**src/rtl/ppl_hold_ctrl_if.sv**
```systemverilog
// Hold-controller bus: hazard/redirect/interrupt requests from the pipeline and
// the hold code, PC redirect, mepc write and interrupt accept returned to it.
interface ppl_hold_ctrl_if;
  logic [31:0] ID_inst_addr;
  logic        id_valid;
  logic        jump_flag;
  logic [31:0] jump_addr;
  logic        mret;
  logic [31:0] mepc;
  logic        load_use;
  logic        mem_busy;
  logic        int_req;
  logic [31:0] int_vec;
  logic [1:0]  hold_flag;
  logic        pc_we;
  logic [31:0] pc_waddr;
  logic        mepc_we;
  logic [31:0] mepc_wdata;
  logic        int_ack;

  // The hold controller itself.
  modport master (
    input  ID_inst_addr, id_valid, jump_flag, jump_addr, mret, mepc,
           load_use, mem_busy, int_req, int_vec,
    output hold_flag, pc_we, pc_waddr, mepc_we, mepc_wdata, int_ack
  );

  // The pipeline side that raises requests and obeys the hold code.
  modport slave (
    output ID_inst_addr, id_valid, jump_flag, jump_addr, mret, mepc,
           load_use, mem_busy, int_req, int_vec,
    input  hold_flag, pc_we, pc_waddr, mepc_we, mepc_wdata, int_ack
  );
endinterface

```
**src/rtl/ppl_hold_ctrl.sv**
```systemverilog
// Pipeline hold controller: jump/mret redirect, load-use stall and, when
// PPL_HOLD_INT_EN is defined, the drain/save/vector interrupt entry sequence.
module ppl_hold_ctrl (
  input  logic           clk,
  input  logic           rst_n,
  ppl_hold_ctrl_if.master bus
);

  localparam logic [1:0] HOLD_NONE = 2'd0;
  localparam logic [1:0] HOLD_IF   = 2'd1;
  localparam logic [1:0] HOLD_EX   = 2'd2;
  localparam logic [1:0] HOLD_PPL  = 2'd3;

  logic        int_take;
  logic [1:0]  idle_hold;
  logic        idle_pc_we;
  logic [31:0] idle_pc_waddr;

  logic [1:0]  hold;
  logic        pc_we;
  logic [31:0] pc_waddr;
  logic        mepc_we;
  logic [31:0] mepc_wdata;
  logic        int_ack;

  // NOTE: every variable gets a default before the priority chain, so no path
  // leaves one unassigned and no latch is inferred.
  always_comb begin
    idle_hold     = HOLD_NONE;
    idle_pc_we    = 1'b0;
    idle_pc_waddr = '0;
    if (bus.jump_flag) begin
      idle_hold     = HOLD_EX;
      idle_pc_we    = 1'b1;
      idle_pc_waddr = bus.jump_addr;
    end else if (bus.mret) begin
      idle_hold     = HOLD_EX;
      idle_pc_we    = 1'b1;
      idle_pc_waddr = bus.mepc;
    end else if (int_take) begin
      idle_hold     = HOLD_PPL;
    end else if (bus.load_use) begin
      idle_hold     = HOLD_IF;
    end
  end

`ifdef PPL_HOLD_INT_EN
  typedef enum logic [1:0] {IDLE, DRAIN, SAVE, VEC} state_t;

  state_t      state;
  logic [31:0] saved_pc;

  // A redirect in the same cycle defers the interrupt so the flushed path is
  // never recorded as the interrupted instruction.
  assign int_take = bus.int_req & bus.id_valid & ~bus.jump_flag & ~bus.mret;

  // NOTE: state uses non-blocking assignments so every register samples the
  // pre-edge values; saved_pc is a single register and is reset with the FSM.
  always_ff @(posedge clk or negedge rst_n) begin
    if (!rst_n) begin
      state    <= IDLE;
      saved_pc <= '0;
    end else begin
      case (state)
        IDLE: begin
          if (int_take) begin
            state    <= DRAIN;
            saved_pc <= bus.ID_inst_addr;
          end
        end
        DRAIN:   if (!bus.mem_busy) state <= SAVE;
        SAVE:    state <= VEC;
        VEC:     state <= IDLE;
        default: state <= IDLE;
      endcase
    end
  end

  always_comb begin
    hold       = HOLD_NONE;
    pc_we      = 1'b0;
    pc_waddr   = '0;
    mepc_we    = 1'b0;
    mepc_wdata = '0;
    int_ack    = 1'b0;
    case (state)
      IDLE: begin
        hold     = idle_hold;
        pc_we    = idle_pc_we;
        pc_waddr = idle_pc_waddr;
      end
      DRAIN: hold = HOLD_PPL;
      SAVE: begin
        hold       = HOLD_PPL;
        mepc_we    = 1'b1;
        mepc_wdata = saved_pc;
      end
      VEC: begin
        hold     = HOLD_PPL;
        pc_we    = 1'b1;
        pc_waddr = bus.int_vec;
        int_ack  = 1'b1;
      end
      default: hold = HOLD_NONE;
    endcase
  end
`else
  // Interrupt support compiled out: the controller is purely combinational.
  logic unused_int_inputs;
  assign unused_int_inputs = ^{clk, rst_n, bus.int_req, bus.int_vec,
                               bus.mem_busy, bus.id_valid, bus.ID_inst_addr};
  assign int_take = 1'b0;

  always_comb begin
    hold       = idle_hold;
    pc_we      = idle_pc_we;
    pc_waddr   = idle_pc_waddr;
    mepc_we    = 1'b0;
    mepc_wdata = '0;
    int_ack    = 1'b0;
  end
`endif

  assign bus.hold_flag  = hold;
  assign bus.pc_we      = pc_we;
  assign bus.pc_waddr   = pc_waddr;
  assign bus.mepc_we    = mepc_we;
  assign bus.mepc_wdata = mepc_wdata;
  assign bus.int_ack    = int_ack;

endmodule

```
**src/flat_wrapper.sv**
```systemverilog
// flat-port wrapper written by rule: the top's interface ports become plain ports
module ppl_hold_ctrl_flat 
  (clk, rst_n, bus_ID_inst_addr, bus_id_valid, bus_jump_flag, bus_jump_addr, bus_mret, bus_mepc, bus_load_use, bus_mem_busy, bus_int_req, bus_int_vec, bus_hold_flag, bus_pc_we, bus_pc_waddr, bus_mepc_we, bus_mepc_wdata, bus_int_ack);
  ppl_hold_ctrl_if bus_i ();
  input  logic clk;
  input  logic rst_n;
  input wire logic [$bits(bus_i.ID_inst_addr)-1:0] bus_ID_inst_addr;
  input wire logic [$bits(bus_i.id_valid)-1:0] bus_id_valid;
  input wire logic [$bits(bus_i.jump_flag)-1:0] bus_jump_flag;
  input wire logic [$bits(bus_i.jump_addr)-1:0] bus_jump_addr;
  input wire logic [$bits(bus_i.mret)-1:0] bus_mret;
  input wire logic [$bits(bus_i.mepc)-1:0] bus_mepc;
  input wire logic [$bits(bus_i.load_use)-1:0] bus_load_use;
  input wire logic [$bits(bus_i.mem_busy)-1:0] bus_mem_busy;
  input wire logic [$bits(bus_i.int_req)-1:0] bus_int_req;
  input wire logic [$bits(bus_i.int_vec)-1:0] bus_int_vec;
  output wire logic [$bits(bus_i.hold_flag)-1:0] bus_hold_flag;
  output wire logic [$bits(bus_i.pc_we)-1:0] bus_pc_we;
  output wire logic [$bits(bus_i.pc_waddr)-1:0] bus_pc_waddr;
  output wire logic [$bits(bus_i.mepc_we)-1:0] bus_mepc_we;
  output wire logic [$bits(bus_i.mepc_wdata)-1:0] bus_mepc_wdata;
  output wire logic [$bits(bus_i.int_ack)-1:0] bus_int_ack;
  assign bus_i.ID_inst_addr = bus_ID_inst_addr;
  assign bus_i.id_valid = bus_id_valid;
  assign bus_i.jump_flag = bus_jump_flag;
  assign bus_i.jump_addr = bus_jump_addr;
  assign bus_i.mret = bus_mret;
  assign bus_i.mepc = bus_mepc;
  assign bus_i.load_use = bus_load_use;
  assign bus_i.mem_busy = bus_mem_busy;
  assign bus_i.int_req = bus_int_req;
  assign bus_i.int_vec = bus_int_vec;
  assign bus_hold_flag = bus_i.hold_flag;
  assign bus_pc_we = bus_i.pc_we;
  assign bus_pc_waddr = bus_i.pc_waddr;
  assign bus_mepc_we = bus_i.mepc_we;
  assign bus_mepc_wdata = bus_i.mepc_wdata;
  assign bus_int_ack = bus_i.int_ack;
  ppl_hold_ctrl u_core (.clk(clk), .rst_n(rst_n), .bus(bus_i));
endmodule
```
**config.mk**
```make
export PLATFORM = sky130hd
export DESIGN_NAME = ppl_hold_ctrl_flat
export DESIGN_NICKNAME = d
export VERILOG_FILES = /design/src/rtl/ppl_hold_ctrl_if.sv /design/src/rtl/ppl_hold_ctrl.sv /design/src/flat_wrapper.sv
export SDC_FILE = /design/constraint.sdc
export NUM_CORES = 1
export LEC_CHECK = 0
export ABC_CLOCK_PERIOD_IN_PS = 800
export CORE_AREA = 3 3 78 80
export DETAILED_ROUTE_END_ITERATION = 16
export DIE_AREA = 0 0 81 83
export DONT_BUFFER_PORTS = 1
export GPL_TIMING_DRIVEN = 0
export SYNTH_ARGS = -nofsm -noshare
export SYNTH_HDL_FRONTEND = slang
export SYNTH_SLANG_ARGS = --single-unit
export TNS_END_PERCENT = 50
```
**constraint.sdc**
```tcl
create_clock -name vclk -period 0.8
set_input_delay 0.08 -clock vclk [all_inputs]
set_output_delay 0.08 -clock vclk [all_outputs]
set_load 0.005 [all_outputs]
```
## After elaboration in Yosys (flattened, before gate mapping)

Index checks and enable logic that the tools add are counted.

- Bits in registers: 0
- Bits of input ports: 136
- Output and inout port bits: 69
- Logic and storage cells: 7

- Mux-type cells: 7

Operator list:

| operator | number |
|---|---|
| $mux 32 | 2 |
| $mux 2 | 2 |
| $mux 1 | 3 |

## Depth between registers and ports, before layout

Gate-level depths: netlist of run 1.

- Depth in word-level cells: 3
- Mapped depth: 4
- Mapped depth without buffers: 2

## Least setup slack after synthesis of run 1

OpenSTA, ideal clock, no wires.

- Path kind: input port to output port
- Start point: input bus_jump_flag
- End point: output bus_pc_waddr[0]
- Data arrival time: 0.611 ns
- Required time: 0.720 ns
- Setup slack: 0.109 ns
- Stages on the path: 4
- Path buffers: 2
- Cells stage by stage: buf_6 -> nor2b_4 -> buf_6 -> a22o_1

- Word-level cells in the longest chain between the ends: 1

Ends and longest elaborated chain:

| element | RTL line | RTL |
|---|---|---|
| from (decl) | flat_wrapper.sv:9 | `input wire logic [$bits(bus_i.jump_flag)-1:0] bus_jump_flag;` |
| $mux 32 | ppl_hold_ctrl.sv:32 | `if (bus.jump_flag) begin` |
| to (decl) | flat_wrapper.sv:19 | `output wire logic [$bits(bus_i.pc_waddr)-1:0] bus_pc_waddr;` |

No other way between the ends.

## Worst setup path after layout of run 1

- Start point: input bus_jump_flag
- End point: output bus_pc_waddr[20]

The elaborated chain is that of the path after synthesis.

==> results of run 1 <==
[where the power goes]
part	leakage, uW	internal [uW]	switching [uW]
clock network	0	0	0
registers	0	0	0
logic	0.000488	247	203
total	0.000488	247	203
[synth_stat cells]
| cell type | number | share of area (%) |
|---|---|---|
| buf_4 | 35 | 41 |
| a22o_1 | 31 | 43 |
| buf_6 | 4 | 7.1 |
| buf_2 | 3 | 2.4 |
| nand2_1 | 2 | 1.2 |
| conb_1 | 1 | 0.59 |
| inv_1 | 1 | 0.59 |
| nor2_1 | 1 | 0.59 |
| nor2b_4 | 1 | 2.2 |
| o21ai_1 | 1 | 0.78 |
| or2_1 | 1 | 0.98 |
[cells by family after synthesis]
kind of cell / share of synthesized area, %
buf+inv: 51.2
compound gates: 43.3
simple gates: 4.90
other cells: 0.588
[cell type report]
type / count / area, um2 / share of cell area, %
Multi-Input combinational cell: 71 / 462 / 52.0
Tap cell: 72 / 90.1 / 10.2
Buffer: 42 / 332 / 37.4
Inverter: 1 / 3.75 / 0.423
[path summary, 6_finish.rpt]
check,start,to,slack (ns)
worst max-delay path,bus_jump_flag,bus_pc_waddr[20],-0.03
worst min-delay path,bus_load_use,bus_hold_flag[0],0.24
[what timing repair did]
action                                  in CTS  in global routing
buffers inserted                             0                  0
gates resized for setup                      3                  2
pin swaps                                    1                  0
endpoints found under the setup margin      20                 21
endpoints found under the hold margin        0                  0
[metrics by stage]
stage / std cells / area [um2]
after floorplan: 114 / 762
after global placement: 186 / 852
after detailed placement: 186 / 852
after CTS: 186 / 870
after global routing: 186 / 887
final: 186 / 887
[layer usage]
layer  GRT usage (%)  wire length, um  vias to the layer above
li1                -                -                      296
met1            7.47              914                      270
met2            14.4             1440                       94
met3            2.49              532                        0
met4               0                0                        0
met5               0                0                        -
==> results.toml, run 1 <==
[worst_setup_path]
cp.arrival_ns = 0.75
cp_cell_sequence = "buf_12 > nor2b_4 > buf_6 > a22o_1"
crit_type = "in -> out"
cp_slowest_cell = "a22o_1"
crit_path_end_kind = "primary output"
crit_family = "buffers and inverters"
critical_path_depth = 4
max_stage_delay_ns = 0.22
cp.buffers_inverters = 2
cp.required_ns = 0.72
critPathMaxFanout = 10
worst_setup_path_start_kind = "input pin"

[layout]
fin_nets = 252
fin_util_pct = 16.2
syn2layout_area_growth_pct = 39.0
design.seq.count = 0
diodes = 0
drive_gt1_share_pct = 40.4
clkbuf_count = 0
fillers = 643
mostFrequentLayoutCells = "buf_4 (35), conb_1 (34), a22o_1 (28)"
regArea_um2 = 0
final_common_cell = "buf_4"

[floorplan]
fp-row-count = 27
die_w_um = 81
die-area_um2 = 6720
start_util_pct = 11.7
die_y_um = 83
ioPinCount = 205
core-area_um2 = 5470

[sta]
clock.fmax_mhz = 1200
drv_slew = 0
setup_slack_ns = -0.0326
period_share_pct = 104
period_minus_slack_ns = 0.833
setup_viol = 6
rsz0062_at_grt = "yes"
finalHoldViolations = 0
holdWs_ns = 0.243
fin_tns_setup_ns = -0.0599

[route]
num_vias = 660
antenna_left = 0
drc_errors = 0
wire_per_inst_um = 15.5
routed_via_density = 3.55
initialDrtViolationCount = 13
first_pass_iters = 3
drt-total-wl_um = 2890

[min_path]
hold_path_class = "in -> out"
hold_path_depth = 2

[yosys]
synth.cell_area_um2 = 638
synth.distinct_cells = 11
syn_inst = 81
syn_avg_cell_area_um2 = 7.88
yosys_warnings = 0
seq_area_frac_synth_pct = 0

[placed_design]
place.detailed.hpwl_um = 2730
pre_cts_slack_ns = -0.0233
gp_congestion = 0.793
io_buffers = 0

[run]
maxCapViolCount = 0

[pwr]
power.total_uw = 450
ir_drop_mv = 0.131
p_leak_uw = 0.000488
power_density_nw_per_um2 = 507

[global_route]
grt-ovfl-total = 0
grt_start_max_net_pins = 11
groute.usage.overall_pct = 7.24
grt_pass1_vias = 620
antenna_found_initial = 0
grt_pass1_wl_um = 3680

[run_status]
run_status = "finished with violations"
violations = "setup timing"

[cts]
hold_buffers = 0
(Power assumes the default switching activity.)
==> inputs of run 2 (changes only) <==
--- a/config.mk
+++ b/config.mk
@@ -12,4 +12,6 @@
 export DONT_BUFFER_PORTS = 1
 export GPL_TIMING_DRIVEN = 0
+export PLACE_DENSITY = 0.3
+export SLEW_MARGIN = 5
 export SYNTH_ARGS = -nofsm -noshare
 export SYNTH_HDL_FRONTEND = slang
==> constraint.sdc (replaced) <==
create_clock -name vclk -period 0.8
set_input_delay 0.08 -clock vclk [all_inputs]
set_output_delay 0.08 -clock vclk [all_outputs]
set_load 0.02 [all_outputs]
==> run 2 against run 1 <==
  * The flow still finishes with violations (setup timing)
  * Count of clock-buffer cells in the layout is the same
  * Sequential share of layout area is the same
  * Largest power group unchanged
  * Utilization grew 6.9 points
  * Non-clock buffer count grew 8
  * Maximum frequency shrank 0.43%
==> results.toml, run 2 (synthesis results as in run 1) <==
[global_route]
grt_start_max_net_pins = 11
grt-ovfl-total = 0
grt_pass1_wl_um = 3610
grt_pass1_vias = 578
antenna_found_initial = 0
groute.usage.overall_pct = 7.09

[run_status]
run_status = "finished with violations"
violations = "setup timing"

[worst_setup_path]
crit_type = "in -> out"
critPathMaxFanout = 7
crit_path_end_kind = "primary output"
worst_setup_path_start_kind = "input pin"
cp.arrival_ns = 0.76
cp.required_ns = 0.72

[layout]
mostFrequentLayoutCells = "buf_4 (38), conb_1 (34), a22o_4 (31)"
final_common_cell = "buf_4"
regArea_um2 = 0
multiInputGateArea_um2 = 718
design.seq.count = 0
clkbuf_count = 0
drive_gt1_share_pct = 68.9
syn2layout_area_growth_pct = 97.8
fillers = 593
fin_nets = 260
diodes = 0
final_area_um2 = 1260

[route]
drc_errors = 0
routed_via_density = 3.52
wire_per_inst_um = 16.3
drt-total-wl_um = 3170
initialDrtViolationCount = 7
antenna_left = 0
num_vias = 683
first_pass_iters = 2

[placed_design]
io_buffers = 0
place_area_um2 = 860
place.detailed.hpwl_um = 2650
gp_congestion = 0.611

[floorplan]
start_util_pct = 11.7
die_y_um = 83
fp-row-count = 27
core-area_um2 = 5470
die-area_um2 = 6720
die_w_um = 81
ioPinCount = 205

[sta]
setup_slack_ns = -0.0362
fin_tns_setup_ns = -0.539
finalHoldViolations = 0
clock.fmax_mhz = 1200
rsz0062_at_grt = "yes"
period_share_pct = 105
setup_viol = 28
drv_slew = 0
period_minus_slack_ns = 0.836

[pwr]
p_leak_uw = 0.000667
ir_drop_mv = 0.207
power_density_nw_per_um2 = 731

[run]
maxCapViolCount = 0

[min_path]
hold_path_class = "in -> out"
run 2: changes by cell type in the layout (fill, tap and decap cells not counted), sizes merged:
cell    before  now
buf         42   48
clkbuf       0    2
run 2: worst paths after layout:
| check | from | endpoint | slack, ns | depth (start not counted) |
|---|---|---|---|---|
| worst min-delay path | bus_mepc[14] | bus_pc_waddr[14] | 0.29 | 1 |
| worst max-delay path | bus_jump_flag | bus_pc_waddr[24] | -0.04 | 5 |
run 2: final cells by class:
| type | instances | share of cell area (%) |
|---|---|---|
| inverters | 1 | 0.297 |
| multi-input cells | 71 | 56.9 |
| repair buffers | 8 | 8.42 |
| well taps | 72 | 7.14 |
| plain buffers | 42 | 27.3 |
run 2: what timing repair did:
action / in CTS / in global routing
gates resized for setup: 30 / 36
hold endpoints to repair: 0 / 0
hold buffers: 0 / 0
buffers inserted: 0 / 6
setup endpoints to repair: 33 / 33
pin swaps: 0 / 5
cloned: 0 / 3
run 2: worst max-delay path, cell delays in order:
cell	delay [ns]
buf_12	0.11
nor2b_4	0.13
buf_4	0.14
clkbuf_16	0.13
a22o_4	0.16
run 2: power breakdown:
part | leakage (uW) | total, uW | switching [uW] | internal, uW
Combinational | 0.000667 | 922 | 498 | 425
Clock | 0 | 0 | 0 | 0
Sequential | 0 | 0 | 0 | 0
run 2: per-stage QoR:
step	instances	util (%)	hold slack [ns]	total power (uW)	setup WS, ns
2_1_floorplan	114	-	0.287	636	-0.0164
3_3_place_gp	186	15.7	0.296	692	-0.133
3_5_place_dp	186	15.7	0.294	690	-0.149
4_1_cts	186	17.6	0.289	753	-0.0869
5_1_grt	194	23.1	0.286	971	-0.0571
6_report	194	23.1	0.285	922	-0.0362
run 2: layer usage:
metal	up-vias	share of wire [%]	global-route usage, %	wire length [um]
met1	279	33	7.40	1040
met3	0	19	3.69	603
met4	0	0	0	0
li1	310	-	-	-
met2	94	48	13.1	1520
met5	-	0	0	0
==> inputs of run 3 (changes only) <==
ABC_CLOCK_PERIOD_IN_PS = 1000   (was 800)
TNS_END_PERCENT = unset   (was 50)
clock period = 1 ns   (was 0.8 ns; I/O delays follow)
==> run 3 against run 2 <==
  * The run now ends clean
  * Combinational power decreased by 39%
  * Final area decreased by 32%
  * Critical path depth decreased by 1
  * Utilization decreased by 7.3 points
  * Final cell count decreased by 4.1%
  * Highest routed layer unchanged
  * Global-route usage decreased by 0.066 points
  * Die area unchanged
==> results.toml, run 3 (synthesis results as in run 1) <==
[sta]
period_minus_slack_ns = 0.941
clock.fmax_mhz = 1060
rsz0062_at_grt = "no"
setup_slack_ns = 0.0587
finalHoldViolations = 0
period_share_pct = 94.1
setup_viol = 0
drv_slew = 0

[worst_setup_path]
crit_top_cell = "buf_6"
cp.required_ns = 0.90
crit_path_end_kind = "primary output"
cp.arrival_ns = 0.84
crit_type = "in -> out"
cp_cell_sequence = "buf_6 > nor2b_4 > buf_6 > a22o_1"
max_stage_delay_ns = 0.29
crit_family = "compound AO/OA/AOI/OAI gates"
cp_slowest_cell = "a22o_1"
cp.buffers_inverters = 2
critPathMaxFanout = 10
worst_setup_path_start_kind = "input pin"

[global_route]
grt-ovfl-total = 0
groute.usage.overall_pct = 7.02
grt_pass1_wl_um = 3570
antenna_found_initial = 0
grt_pass1_vias = 584
grt_start_max_net_pins = 11

[cts]
post_cts_buffers = 0
hold_buffers = 0

[min_path]
hold_path_depth = 2
hold_path_class = "in -> out"
min_to = "bus_hold_flag[0]"
worstHoldStart = "bus_load_use"

[floorplan]
die_w_um = 81
core-area_um2 = 5470
start_util_pct = 11.7
ioPinCount = 205
die-area_um2 = 6720
fp-row-count = 27
die_y_um = 83

[pwr]
ir_drop_mv = 0.126
p_leak_uw = 0.000474
power_density_nw_per_um2 = 650
power_switching_share_pct = 65.1
power.share.clock_pct = 0
seq_power_share_pct = 0
combPwrFrac_pct = 100.0
p_switching_uw = 364
power.total_uw = 559
p_int_uw = 195

[layout]
regArea_um2 = 0
fin_nets = 252
clkbuf_count = 0
design.seq.count = 0
drive_gt1_share_pct = 43.0
syn2layout_area_growth_pct = 34.9
final_common_cell = "buf_4"
mostFrequentLayoutCells = "buf_4 (35), conb_1 (34), a22o_1 (26)"
fin_util_pct = 15.7
diodes = 0

[placed_design]
io_buffers = 0
gp_congestion = 0.606
place.detailed.hpwl_um = 2670
pre_cts_slack_ns = -0.00156

[run_status]
run_status = "finished clean"

[route]
initialDrtViolationCount = 3
antenna_left = 0
first_pass_iters = 3
drt-total-wl_um = 2810
wire_per_inst_um = 15.1
routed_via_density = 3.47
num_vias = 646
drc_errors = 0

[run]
maxCapViolCount = 0
-- run 3: worst max-delay path by stage --
stage,slack (ns),end,depth (start not counted),startpoint
6_report,0.06,bus_pc_waddr[26],4,bus_jump_flag
2_1_floorplan,0.04,bus_hold_flag[0],3,bus_jump_flag
3_3_place_gp,-0.02,bus_hold_flag[0],3,bus_jump_flag
3_5_place_dp,-0.002,bus_hold_flag[0],3,bus_jump_flag
4_1_cts,0.02,bus_pc_waddr[20],4,bus_jump_flag
5_1_grt,0.004,bus_pc_waddr[18],4,bus_jump_flag
-- run 3: area by class of cell --
| type | count | area [um2] |
|---|---|---|
| Multi-Input combinational cell | 71 | 444 |
| Buffer | 42 | 323 |
| Fill cell | 631 | 4610 |
| Tap cell | 72 | 90.1 |
| Inverter | 1 | 3.75 |
-- run 3: what timing repair did --
item | in CTS | in global routing
endpoints found under the setup margin | 1 | 5
cloned | 0 | 0
resized for setup | 1 | 5
-- run 3: power by group through the flow --
stage               Combinational, uW  Sequential (uW)  Clock [uW]
finish                            559                0           0
CTS                               554                0           0
global route                      594                0           0
detailed placement                551                0           0
floorplan                         505                0           0
global placement                  554                0           0
-- run 3: routing by layer --
metal	GRT usage [%]	share of wire [%]
met5	0	0
met3	2.49	18
met1	7.34	32
met2	13.8	50
met4	0	0
-- run 3: metrics by stage --
stage | instance area, um2 | TNS [ns] | std cells | hold WS (ns)
3_5_place_dp | 852 | -0.00156 | 186 | 0.329
6_report | 861 | 0 | 186 | 0.312
2_1_floorplan | 762 | 0 | 114 | 0.319
3_3_place_gp | 852 | -0.0170 | 186 | 0.328
5_1_grt | 861 | 0 | 186 | 0.313
4_1_cts | 855 | 0 | 186 | 0.314
